## config.mk

```make
export PLATFORM = sky130hd
export DESIGN_NAME = serial_mod_n
export DESIGN_NICKNAME = d
export VERILOG_FILES = /design/src/rtl/serial_mod_pkg.sv /design/src/rtl/mod_bit_step.sv /design/src/rtl/serial_mod_n.sv
export SDC_FILE = /design/constraint.sdc
export NUM_CORES = 1
export LEC_CHECK = 0
export CORE_MARGIN = 2
export CORE_UTILIZATION = 35
export DETAILED_ROUTE_END_ITERATION = 16
export GPL_TIMING_DRIVEN = 0
export PLACE_DENSITY = 0.59
export SETUP_SLACK_MARGIN = 0.1
export SYNTH_ARGS = -nofsm -noshare
export SYNTH_HDL_FRONTEND = slang
export SYNTH_SLANG_ARGS = --single-unit
```

## constraint.sdc

```tcl
create_clock -name clk -period 2.4 [get_ports clk]
set_input_delay 0.48 -clock clk [delete_from_list [all_inputs] [get_ports clk]]
set_output_delay 0.48 -clock clk [all_outputs]
set_load 0.005 [all_outputs]
```

## src/rtl/serial_mod_pkg.sv

```systemverilog
// Shared types and modular-add helper for the serial remainder unit.
package serial_mod_pkg;

    localparam int unsigned LEN_W = 16;

    typedef enum logic {IDLE, ACC} state_e;

    // Operands are already reduced (< m <= 255), so a single subtract suffices.
    function automatic logic [8:0] mod_add(input logic [8:0] a, input logic [8:0] b,
                                           input logic [8:0] m);
        logic [8:0] s;
        s = a + b;
        if (s >= m) begin
            s = s - m;
        end
        return s;
    endfunction

endpackage

```

## src/rtl/mod_bit_step.sv

```systemverilog
// Combinational single-bit update of the running remainder (and LSB-first weight).
module mod_bit_step
    import serial_mod_pkg::*;
#(
    parameter int unsigned MOD       = 3,
    parameter bit          LSB_FIRST = 1'b0,
    localparam int unsigned RW       = $clog2(MOD)
) (
    input  logic [RW-1:0] acc,
    input  logic [RW-1:0] wgt,
    input  logic          b,
    output logic [RW-1:0] acc_nxt,
    output logic [RW-1:0] wgt_nxt
);

    localparam logic [8:0] M = 9'(MOD);

    logic [8:0] a9;
    logic [8:0] w9;

    assign a9 = 9'(acc);
    assign w9 = 9'(wgt);

    if (LSB_FIRST) begin : g_lsb
        assign acc_nxt = RW'(mod_add(a9, b ? w9 : 9'd0, M));
        assign wgt_nxt = RW'(mod_add(w9, w9, M));
    end else begin : g_msb
        // 2*acc + b expressed as acc + (acc + b); the sum stays below 2*MOD.
        assign acc_nxt = RW'(mod_add(a9, a9 + 9'(b), M));
        assign wgt_nxt = wgt;
    end

endmodule

```

## src/rtl/serial_mod_n.sv

```systemverilog
// Framed serial stream remainder: frame value mod MOD, DW bits per beat, one-deep result register.
module serial_mod_n
    import serial_mod_pkg::*;
#(
    parameter int unsigned MOD       = 3,
    parameter int unsigned DW        = 1,
    parameter bit          LSB_FIRST = 1'b0,
    localparam int unsigned RW       = $clog2(MOD)
) (
    input  logic             clk,
    input  logic             rst,
    input  logic             in_valid,
    output logic             in_ready,
    input  logic [DW-1:0]    in_data,
    input  logic             in_first,
    input  logic             in_last,
    output logic             out_valid,
    input  logic             out_ready,
    output logic [RW-1:0]    out_rem,
    output logic             out_zero,
    output logic [LEN_W-1:0] out_len,
    output logic             busy
);

    localparam logic [LEN_W:0] DW_EXT = (LEN_W + 1)'(DW);

    state_e             state_q, state_d;
    logic [RW-1:0]      acc_q, acc_d, wgt_q, wgt_d;
    logic [LEN_W-1:0]   len_q, len_d;
    logic               out_valid_q, out_valid_d, out_zero_q, out_zero_d;
    logic [RW-1:0]      out_rem_q, out_rem_d;
    logic [LEN_W-1:0]   out_len_q, out_len_d;

    logic               accept, start;
    logic [RW-1:0]      acc_base, wgt_base, acc_beat, wgt_beat;
    logic [LEN_W-1:0]   len_base, len_new;
    logic [LEN_W:0]     len_sum;

    assign in_ready = !out_valid_q || out_ready;
    assign accept   = in_valid && in_ready;
    // A beat arriving with no frame open counts as an implicit first beat.
    assign start    = in_first || (state_q == IDLE);
    assign acc_base = start ? '0 : acc_q;
    assign wgt_base = start ? RW'(1) : wgt_q;
    assign len_base = start ? '0 : len_q;
    assign len_sum  = {1'b0, len_base} + DW_EXT;
    assign len_new  = len_sum[LEN_W] ? '1 : len_sum[LEN_W-1:0];

    for (genvar gi = 0; gi < DW; gi++) begin : g_step
        localparam int unsigned BI = LSB_FIRST ? gi : DW - 1 - gi;
        logic [RW-1:0] acc_in, wgt_in, acc_o, wgt_o;
        if (gi == 0) begin : g_head
            assign acc_in = acc_base;
            assign wgt_in = wgt_base;
        end else begin : g_link
            assign acc_in = g_step[gi-1].acc_o;
            assign wgt_in = g_step[gi-1].wgt_o;
        end
        mod_bit_step #(
            .MOD       (MOD),
            .LSB_FIRST (LSB_FIRST)
        ) u_step (
            .acc     (acc_in),
            .wgt     (wgt_in),
            .b       (in_data[BI]),
            .acc_nxt (acc_o),
            .wgt_nxt (wgt_o)
        );
    end

    assign acc_beat = g_step[DW-1].acc_o;
    assign wgt_beat = g_step[DW-1].wgt_o;

    always_comb begin
        state_d     = state_q;
        acc_d       = acc_q;
        wgt_d       = wgt_q;
        len_d       = len_q;
        out_valid_d = out_valid_q && !out_ready;
        out_rem_d   = out_rem_q;
        out_zero_d  = out_zero_q;
        out_len_d   = out_len_q;
        if (accept) begin
            if (in_last) begin
                state_d     = IDLE;
                acc_d       = '0;
                wgt_d       = RW'(1);
                len_d       = '0;
                out_valid_d = 1'b1;
                out_rem_d   = acc_beat;
                out_zero_d  = (acc_beat == '0);
                out_len_d   = len_new;
            end else begin
                state_d = ACC;
                acc_d   = acc_beat;
                wgt_d   = wgt_beat;
                len_d   = len_new;
            end
        end
    end

    always_ff @(posedge clk or negedge rst) begin
        if (!rst) begin
            state_q     <= IDLE;
            acc_q       <= '0;
            wgt_q       <= RW'(1);
            len_q       <= '0;
            out_valid_q <= 1'b0;
            out_rem_q   <= '0;
            out_zero_q  <= 1'b0;
            out_len_q   <= '0;
        end else begin
            state_q     <= state_d;
            acc_q       <= acc_d;
            wgt_q       <= wgt_d;
            len_q       <= len_d;
            out_valid_q <= out_valid_d;
            out_rem_q   <= out_rem_d;
            out_zero_q  <= out_zero_d;
            out_len_q   <= out_len_d;
        end
    end

    assign out_valid = out_valid_q;
    assign out_rem   = out_rem_q;
    assign out_zero  = out_zero_q;
    assign out_len   = out_len_q;
    assign busy      = (state_q == ACC);

endmodule

```

==> results of run 1 <==
-- registers in the layout, summed over array words and instances, names as in the netlist --
| signal | flops |
|---|---|
| len_q | 16 |
| out_len | 16 |
| acc_q | 2 |
| out_rem | 2 |
| busy | 1 |
| out_valid | 1 |
| out_zero | 1 |
-- final cells by class --
cell class	instances	area [um^2]	share of cell area, %
Buffer	23	115.1	4.140
Tap cell	77	96.34	3.465
Timing Repair Buffer	31	309.0	11.12
Sequential cell	39	977.2	35.15
Multi-Input combinational cell	192	1187	42.71
Clock buffer	6	72.57	2.610
Inverter	6	22.52	0.8101
-- power by group --
| group | total, mW | switching [mW] | leakage (nW) | internal, mW |
|---|---|---|---|---|
| clock network | 0.422 | 0.228 | 0.0371 | 0.194 |
| registers | 0.731 | 0.0248 | 0.509 | 0.706 |
| logic | 0.304 | 0.155 | 0.576 | 0.149 |
| total | 1.46 | 0.407 | 1.12 | 1.05 |
-- worst max-delay path, cell delays in order --
cell,delay (ps)
sky130_fd_sc_hd__dlygate4sd2_1,300
sky130_fd_sc_hd__nor2b_2,150
sky130_fd_sc_hd__buf_4,200
sky130_fd_sc_hd__clkbuf_8,190
sky130_fd_sc_hd__and2_1,130
sky130_fd_sc_hd__ha_1,230
sky130_fd_sc_hd__inv_1,70
sky130_fd_sc_hd__o21ai_0,80
sky130_fd_sc_hd__a32o_1,290
sky130_fd_sc_hd__mux2_2,270
-- routing by layer --
metal	track usage [%]	wire length, um
met1	29.46	3137
met2	28.49	2953
met3	3.245	423
met4	4.762	89
met5	0	0
-- cells by family after synthesis --
family / count (synthesis)
xor+xnor: 5
simple gates: 100
fa+ha+maj: 1
flops: 39
buf+inv: 29
mux: 4
compound gates: 82
-- cell usage after synthesis, drive strengths merged, types with 6 or more instances --
cell type,number
clkbuf,16
nand3,12
nor3,8
nor2,20
inv,6
dfrtp,39
o21ai,16
a21oi,18
a31oi,14
nand2,28
buf,7
-- worst min-delay path by stage --
stage	to	slack [ps]	cells past startpoint
3_3_place_gp	out_zero$_DFFE_PN0P_	470	2
4_1_cts	out_rem[0]$_DFFE_PN0P_	120	1
2_1_floorplan	acc_q[0]$_DFFE_PN0P_	180	0
6_report	out_rem[0]$_DFFE_PN0P_	100	1
5_1_grt	out_rem[1]$_DFFE_PN0P_	120	1
3_5_place_dp	out_rem[0]$_DFFE_PN0P_	430	1
-- per-stage QoR --
step                      std cells  setup TNS, ps  area, um^2  setup slack [ps]  hold WS, ps
after floorplan                 260              0        2281             106.4        184.4
after global placement          365         -15950        2658            -826.7        465.0
after detailed placement        366          -8691        2673            -866.6        427.9
after CTS                       374              0        2775             144.6        119.6
after global routing            374              0        2780             62.65        123.0
final                           374              0        2780             174.1        99.15
-- timing repair --
| action | in CTS | in global routing |
|---|---|---|
| endpoints found under the setup margin | 16 | 10 |
| setup buffers | 2 | 0 |
| gates cloned | 0 | 0 |
| resized for setup | 7 | 6 |
==> results.tsv, run 1 <==
stage	metric	value	unit
synth	mappedNetlistNets	268	
floorplanning	floorplan.core_area	6314	um^2
synth	post_synth_mux_area_share	1.866	%
critical_path	worstRegToRegCells	9	
floorplanning	number_of_placement_rows	29	
global_routing	grt_pass1_wl	11160	um
drt	drt_pre_antenna_iters	5	
synth	synth.ff_latch_count	39	
synth	post_synth_instance_area	2280	um^2
critical_path	r2r_setup_slack	220	ps
critical_path	critical_path.endpoint	out_rem[1]$_DFFE_PN0P_	
finish	layout.cells.most_common	sky130_fd_sc_hd__dfrtp_1	
timing	shortest_period_the_worst_path_allows	2226	ps
drt	total_vias_in_the_final_route	2212	
finish	layout_filler_cell_count	661	
finish	flow.area_growth_from_synthesis	21.95	%
placed_design	detailed_place_hpwl	4615	um
synth	warnings_from_yosys	0	
placed_design	gpl.final_weighted_congestion	0.9062	
floorplanning	initial_utilization	36.11	%
critical_path	critical_path.max_fanout	10	
synth	synth_fa_ha_area_share	0.5488	%
synth	synth.lib_cells_used.distinct	54	
timing	final-hold-violation-count	0	
status	status	complete, no violations	
clock_network	clkTransAtPathRegs	80	ps
drt	first_drt_iteration_drcs	223	
critical_path	arrival	2410	ps
floorplanning	die_h	84.71	um
synth	synth_top_flop_cell	sky130_fd_sc_hd__dfrtp_1	
critical_path	required	2580	ps
critical_path	critPathLaunchType	primary input	
job	drv.max_cap_violation_count	0	
timing	max_clock_freq	449.3	MHz
synth	sequential_share_of_the_synthesized_area	42.81	%
clock_network	clk_root_buffer_cell	sky130_fd_sc_hd__clkbuf_8	
clock_network	htreeDepth	2	
global_routing	number_of_global_route_vias_before_repair	2176	
floorplanning	io-pin-count	29	
synth	synth_top_family_by_area	compound AO/OA/AOI/OAI gates	
synth	synth_async_sr_flop_share	100.0	%
timing	tightest_slew	871.8	ps
global_routing	gr-usage-all-layers	19.33	%
power_and_ir_drop	totalPowerFinal	1.457	mW
finish	drive_gt1_share	11.45	%
clock_network	clock_latency	290	ps
synth	xor_xnor_portion_of_the_synthesized_cell_area	1.921	%
power_and_ir_drop	power_per_cell_area	524.1	nW/um^2
global_routing	grt_start_max_net_pins	25	
critical_path	timing.setup.critical_path_class	in2reg	
synth	synth.largest_area_cell	sky130_fd_sc_hd__dfrtp_1	
finish	layout.core_utilization	44.03	%
critical_path	worst_r2r_dst	out_rem[1]$_DFFE_PN0P_	
floorplanning	total_die_area	7175	um^2
worst_hold_path	worst_hold_path_type	in2async	
critical_path	critical_path.startpoint	in_first	
global_routing	grt_antenna_before_repair	0	
drt	route.detailed.wl_per_inst	17.66	um
critical_path	crit-reg2reg-launch	busy$_DFFE_PN0P_	
synth	netlist_top_cells_area	sky130_fd_sc_hd__dfrtp_1 43%, sky130_fd_sc_hd__nand2_1 4.6%, sky130_fd_sc_hd__a21oi_1 4.0%	
clock_network	cts.sinks	39	
synth	edff_count_synth	0	
power_and_ir_drop	p_leak	1.122	nW
clock_network	cts.path.max_buffers	2	
power_and_ir_drop	irDropWorstVdd	0.4012	mV
timing	post-route-period-util	92.75	%
placed_design	io_buffer_count	28	
clock_network	tritoncts_clock_tree	built	
drt	drt-vias-per-instance	5.914	
timing	grt_setup_unrepaired	yes	
synth	synth-compound-area-share	24.04	%
finish	n_antenna_cell	0	
drt	route.final.wire_length	6604	um
global_routing	grt_overflow_total	0	
floorplanning	die_w	84.71	um
clock_network	numCtsBuffers	5	
drt	postRouteAntennaNets	0	
timing	final-setup-viol-count	0	
timing	worst_slew_margin_rel	41.43	%
synth	yosys.area_share.simple	23.49	%
synth	synth_top_cell_area_share	42.81	%
timing	slew_violations	0	
timing	finalClockSkew	4.528	ps
drt	remaining_drc_errors	0	
critical_path	critPathCaptureType	register	
finish	nNetsFinal	306	
finish	final_cell_mix	38 x sky130_fd_sc_hd__dfrtp_1, 28 x sky130_fd_sc_hd__nand2_1, 26 x sky130_fd_sc_hd__clkdlybuf4s50_1	
synth	syn_inst	260	
clock_network	hold_buffer_count_at_cts	0	
synth	syn_area_per_cell	8.768	um^2
Note: power is estimated with default switching activity, not from simulation.
==> run 2: changes to the inputs <==
--- a/config.mk
+++ b/config.mk
@@ -5,7 +5,6 @@
 export SDC_FILE = /design/constraint.sdc
 export NUM_CORES = 1
 export LEC_CHECK = 0
-export CORE_MARGIN = 2
 export CORE_UTILIZATION = 35
 export DETAILED_ROUTE_END_ITERATION = 16
 export GPL_TIMING_DRIVEN = 0
==> constraint.sdc (replaced) <==
create_clock -name clk -period 2.4 [get_ports clk]
set_input_delay 0.48 -clock clk [delete_from_list [all_inputs] [get_ports clk]]
set_output_delay 0.48 -clock clk [all_outputs]
set_load 0.01 [all_outputs]
==> results.tsv, run 2 (synthesis results as in run 1) <==
stage	metric	value	unit	change
status	status	complete, no violations		
critical_path	worst_r2r_dst	out_rem[1]$_DFFE_PN0P_		
worst_hold_path	worst_hold_path_type	in2async		
finish	flow.area_growth_from_synthesis	23.11	%	
critical_path	critPathLaunchType	primary input		
placed_design	placedCellCount	366		unchanged
floorplanning	die_w	82.71	um	-2.4%
global_routing	grt_overflow_total	0		unchanged
global_routing	number_of_global_route_vias_before_repair	2038		-6.3%
global_routing	grt_antenna_before_repair	0		unchanged
timing	final-hold-violation-count	0		unchanged
floorplanning	total_die_area	6840	um^2	-4.7%
clock_network	clk_root_buffer_cell	sky130_fd_sc_hd__clkbuf_8		
floorplanning	die_h	82.71	um	-2.4%
timing	worst_slack	204.0	ps	+29.87 ps
clock_network	tritoncts_clock_tree	built		
timing	finalClockSkew	4.726	ps	+0.1982 ps
drt	drt_pre_antenna_iters	4		-1
clock_network	cts.sinks	39		unchanged
timing	final-setup-viol-count	0		unchanged
clock_network	clkTransAtPathRegs	70	ps	about the same
drt	drt-vias-per-instance	5.716		-3.4%
clock_network	htreeDepth	2		unchanged
placed_design	gpl.final_weighted_congestion	0.8576		-5.4%
critical_path	arrival	2380	ps	-30 ps
finish	final_cell_mix	38 x sky130_fd_sc_hd__dfrtp_1, 28 x sky130_fd_sc_hd__nand2_1, 26 x sky130_fd_sc_hd__clkdlybuf4s50_1		
critical_path	critical_path.startpoint	in_first		
placed_design	detailed_place_hpwl	4482	um	-2.9%
critical_path	critical_path.max_fanout	10		unchanged
timing	worst_slew_margin_rel	44.59	%	+3.2 points
job	drv.max_cap_violation_count	0		unchanged
timing	grt_setup_unrepaired	no		
finish	layout.cells.most_common	sky130_fd_sc_hd__dfrtp_1		
clock_network	numCtsBuffers	5		unchanged
clock_network	hold_buffer_count_at_cts	0		unchanged
timing	max_clock_freq	455.4	MHz	+1.4%
critical_path	critPathCaptureType	register		
placed_design	placedInstanceArea	2681	um^2	+0.33%
critical_path	required	2580	ps	about the same
placed_design	io_buffer_count	28		unchanged
finish	stdcell_area	2806	um^2	+0.94%
power_and_ir_drop	power_per_cell_area	531.4	nW/um^2	+1.4%
global_routing	gr-usage-all-layers	20.94	%	+1.6 points
finish	n_antenna_cell	0		unchanged
floorplanning	io-pin-count	29		unchanged
drt	remaining_drc_errors	0		unchanged
finish	drive_gt1_share	11.67	%	+0.22 points
drt	route.detailed.wl_per_inst	17.07	um	-3.3%
power_and_ir_drop	irDropWorstVdd	0.2491	mV	-38%
drt	route.final.wire_length	6434	um	-2.6%
timing	shortest_period_the_worst_path_allows	2196	ps	-29.87 ps
clock_network	cts.path.max_buffers	2		unchanged
floorplanning	initial_utilization	36.11	%	unchanged
clock_network	clock_latency	290	ps	about the same
timing	post-route-period-util	91.50	%	-1.2 points
placed_design	dp_slack	-670.7	ps	+195.9 ps
finish	instances_no_fill	377		+0.80%
critical_path	timing.setup.critical_path_class	in2reg		
finish	nNetsFinal	307		+0.33%
floorplanning	floorplan.core_area	6314	um^2	unchanged
power_and_ir_drop	p_leak	1.134	nW	+1.0%
timing	tightest_slew	824.8	ps	-47.01 ps
critical_path	r2r_setup_slack	260	ps	+40 ps
critical_path	crit-reg2reg-launch	busy$_DFFE_PN0P_		
drt	postRouteAntennaNets	0		unchanged
power_and_ir_drop	totalPowerFinal	1.491	mW	+2.4%
timing	fin_tns_setup	0	ps	unchanged
timing	slew_violations	0		unchanged
drt	total_vias_in_the_final_route	2155		-2.6%
timing	fin_hold_ws	135.5	ps	+36.35 ps
floorplanning	number_of_placement_rows	29		unchanged
global_routing	grt_start_max_net_pins	23		-8.0%
finish	layout.core_utilization	44.45	%	+0.42 points
drt	first_drt_iteration_drcs	149		-33%
global_routing	grt_pass1_wl	10540	um	-5.6%
critical_path	worstRegToRegCells	9		unchanged
## run 2: cell types whose count changed in the layout (fill, tap and decap cells not counted), sizes merged
| cell | before | now |
|---|---|---|
| clkinv | 0 | 1 |
| buf | 12 | 13 |
| clkbuf | 21 | 22 |
## run 2: power breakdown
part | internal, mW | total [mW] | switching (mW) | leakage (nW)
logic | 0.154 | 0.325 | 0.171 | 0.582
registers | 0.706 | 0.729 | 0.0231 | 0.509
clock network | 0.204 | 0.438 | 0.233 | 0.0422
## run 2: critical path: stages
cell and delay (ps):
sky130_fd_sc_hd__dlygate4sd2_1 290, sky130_fd_sc_hd__nor2b_2 170, sky130_fd_sc_hd__clkbuf_8 200, sky130_fd_sc_hd__buf_6 160
sky130_fd_sc_hd__and2_1 140, sky130_fd_sc_hd__ha_1 230, sky130_fd_sc_hd__inv_1 70, sky130_fd_sc_hd__o21ai_0 80
sky130_fd_sc_hd__a32o_1 280, sky130_fd_sc_hd__mux2_2 270
## run 2: layer usage
metal	GRT usage (%)	wire, um	up-vias
met3	3.736	387	7
met5	0	0	-
li1	-	-	1045
met1	29.65	3106	1025
met2	32.70	2876	78
met4	5.345	63	0
## run 2: area by class of cell
type / count / area, um^2
plain buffers: 23 / 117.6
clock buffers: 7 / 76.32
clock inverters: 1 / 5.005
fillers: 669 / 3507
inverters: 6 / 22.52
multi-input cells: 192 / 1187
flip-flops and latches: 39 / 977.2
well taps: 77 / 96.34
repair buffers: 32 / 324.1
## run 2: how the worst max path moves through the flow
stage | to | slack (ps) | depth (start not counted)
final | out_rem[1]$_DFFE_PN0P_ | 200 | 10
after global routing | out_rem[1]$_DFFE_PN0P_ | 100 | 10
after CTS | out_rem[1]$_DFFE_PN0P_ | 160 | 10
after detailed placement | out_rem[1]$_DFFE_PN0P_ | -670 | 10
after global placement | out_rem[1]$_DFFE_PN0P_ | -630 | 10
after floorplan | out_rem[1]$_DFFE_PN0P_ | 170 | 9
## run 2: timing repair
action                                  4_1_cts  5_1_grt
gates resized for setup                       7        3
setup buffers                                 2        1
endpoints found under the setup margin       13        3
==> run 3: changes to the inputs <==
--- a/config.mk
+++ b/config.mk
@@ -5,10 +5,11 @@
 export SDC_FILE = /design/constraint.sdc
 export NUM_CORES = 1
 export LEC_CHECK = 0
-export CORE_UTILIZATION = 35
+export CORE_MARGIN = 2
+export CORE_UTILIZATION = 42
 export DETAILED_ROUTE_END_ITERATION = 16
 export GPL_TIMING_DRIVEN = 0
-export PLACE_DENSITY = 0.59
+export PLACE_DENSITY = 0.68
 export SETUP_SLACK_MARGIN = 0.1
 export SYNTH_ARGS = -nofsm -noshare
 export SYNTH_HDL_FRONTEND = slang
==> results.tsv, run 3 (synthesis results as in run 1) <==
stage	metric	value	unit	change
timing	final-setup-viol-count	0		unchanged
timing	tightest_slew	886.2	ps	+61.41 ps
finish	layout.core_utilization	53.58	%	+9.1 points
floorplanning	die_w	77.68	um	-6.1%
critical_path	critical_path.startpoint	in_first		
floorplanning	total_die_area	6033	um^2	-12%
worst_hold_path	worst_hold_path_type	in2async		
drt	route.detailed.wl_per_inst	16.83	um	-1.4%
clock_network	numCtsBuffers	5		unchanged
critical_path	crit-reg2reg-launch	busy$_DFFE_PN0P_		
status	status	complete, no violations		
critical_path	critical_path.max_fanout	10		unchanged
floorplanning	io-pin-count	29		unchanged
timing	post-route-period-util	92.89	%	+1.4 points
clock_network	clock_latency	300	ps	about the same
timing	max_clock_freq	448.5	MHz	-1.5%
finish	drive_gt1_share	11.04	%	-0.63 points
global_routing	grt_antenna_before_repair	0		unchanged
clock_network	cts.sinks	39		unchanged
drt	first_drt_iteration_drcs	201		+35%
clock_network	htreeDepth	2		unchanged
job	drv.max_cap_violation_count	0		unchanged
clock_network	clkTransAtPathRegs	80	ps	about the same
finish	nNetsFinal	306		-0.33%
global_routing	gr-usage-all-layers	21.86	%	+0.92 points
timing	worst_slew_margin_rel	40.92	%	-3.7 points
global_routing	grt_start_max_net_pins	40		+74%
floorplanning	initial_utilization	44.07	%	+8.0 points
floorplanning	number_of_placement_rows	26		-10%
critical_path	arrival	2410	ps	+30 ps
finish	n_antenna_cell	0		unchanged
clock_network	tritoncts_clock_tree	built		
finish	final_cell_mix	38 x sky130_fd_sc_hd__dfrtp_1, 28 x sky130_fd_sc_hd__nand2_1, 26 x sky130_fd_sc_hd__clkdlybuf4s50_1		
timing	fin_hold_ws	299.8	ps	+164.3 ps
timing	fin_tns_setup	0	ps	unchanged
clock_network	hold_buffer_count_at_cts	0		unchanged
finish	flow.area_growth_from_synthesis	21.57	%	
critical_path	critPathCaptureType	register		
critical_path	required	2580	ps	about the same
power_and_ir_drop	power_per_cell_area	535.9	nW/um^2	+0.84%
global_routing	grt_pass1_wl	10490	um	-0.46%
timing	grt_setup_unrepaired	no		
floorplanning	floorplan.core_area	5172	um^2	-18%
drt	total_vias_in_the_final_route	2197		+1.9%
critical_path	timing.setup.critical_path_class	in2reg		
timing	final-hold-violation-count	0		unchanged
global_routing	grt_overflow_total	0		unchanged
clock_network	clk_root_buffer_cell	sky130_fd_sc_hd__clkbuf_8		
timing	slew_violations	0		unchanged
placed_design	placedCellCount	358		-2.2%
placed_design	placedInstanceArea	2645	um^2	-1.4%
drt	remaining_drc_errors	0		unchanged
critical_path	worstRegToRegCells	9		unchanged
drt	drt_pre_antenna_iters	5		+1
finish	stdcell_area	2771	um^2	-1.2%
critical_path	critPathLaunchType	primary input		
drt	route.final.wire_length	6210	um	-3.5%
power_and_ir_drop	p_leak	1.121	nW	-1.1%
clock_network	cts.path.max_buffers	2		unchanged
placed_design	gpl.final_weighted_congestion	0.8898		+3.8%
timing	shortest_period_the_worst_path_allows	2229	ps	+33.46 ps
global_routing	number_of_global_route_vias_before_repair	2119		+4.0%
finish	layout.cells.most_common	sky130_fd_sc_hd__dfrtp_1		
finish	instances_no_fill	369		-2.1%
floorplanning	die_h	77.68	um	-6.1%
timing	finalClockSkew	6.544	ps	+1.818 ps
power_and_ir_drop	irDropWorstVdd	0.3084	mV	+24%
drt	postRouteAntennaNets	0		unchanged
drt	drt-vias-per-instance	5.954		+4.2%
placed_design	detailed_place_hpwl	4290	um	-4.3%
placed_design	io_buffer_count	28		unchanged
## run 3: area by class of cell
class	instances	area, um^2
Timing Repair Buffer	31	296.5
Tap cell	70	87.58
Inverter	6	22.52
Clock inverter	1	5.005
Buffer	23	121.4
Clock buffer	7	76.32
Sequential cell	39	977.2
Fill cell	483	2401
Multi-Input combinational cell	192	1185
## run 3: repair_timing
action,4_1_cts,5_1_grt
setup endpoints to repair,12,3
buffers inserted,0,3
resized for setup,7,2
## run 3: worst max-delay path: stages
cell and delay (ps):
sky130_fd_sc_hd__dlygate4sd2_1 300, sky130_fd_sc_hd__nor2b_2 210, sky130_fd_sc_hd__buf_8 160, sky130_fd_sc_hd__clkbuf_8 180, sky130_fd_sc_hd__and2_1 140, sky130_fd_sc_hd__ha_1 240, sky130_fd_sc_hd__inv_1 70, sky130_fd_sc_hd__o21ai_0 80
sky130_fd_sc_hd__a32o_1 290, sky130_fd_sc_hd__mux2_2 260
## run 3: per-layer routing
| layer | up-vias | share of wire [%] | global-route usage [%] |
|---|---|---|---|
| met1 | 1052 | 46 | 32.13 |
| met5 | - | 0 | 0 |
| met3 | 10 | 6.5 | 2.907 |
| li1 | 1048 | - | - |
| met2 | 87 | 45 | 33.79 |
| met4 | 0 | 1.8 | 6.071 |
## run 3: power by group
group	switching, mW	internal (mW)
combinational	0.167	0.151
sequential	0.0263	0.706
clock	0.231	0.204
## run 3: path summary, 6_finish.rpt
kind	endpoint	slack, ps
min in group clk	out_zero$_DFFE_PN0P_	480
worst max register to register	out_rem[1]$_DFFE_PN0P_	180
worst min register to register	out_zero$_DFFE_PN0P_	480
worst min-delay path	len_q[14]$_DFFE_PN0P_	300
max in group asynchronous	busy$_DFFE_PN0P_	1490
worst max-delay path	out_rem[1]$_DFFE_PN0P_	170
## run 3: metrics by stage
stage / total power [mW] / worst slack [ps]
after floorplan: 0.8913 / 169.7
after global placement: 1.045 / -618.6
after detailed placement: 1.048 / -612.6
after CTS: 1.487 / 74.60
after global routing: 1.557 / 91.44
final: 1.485 / 170.5
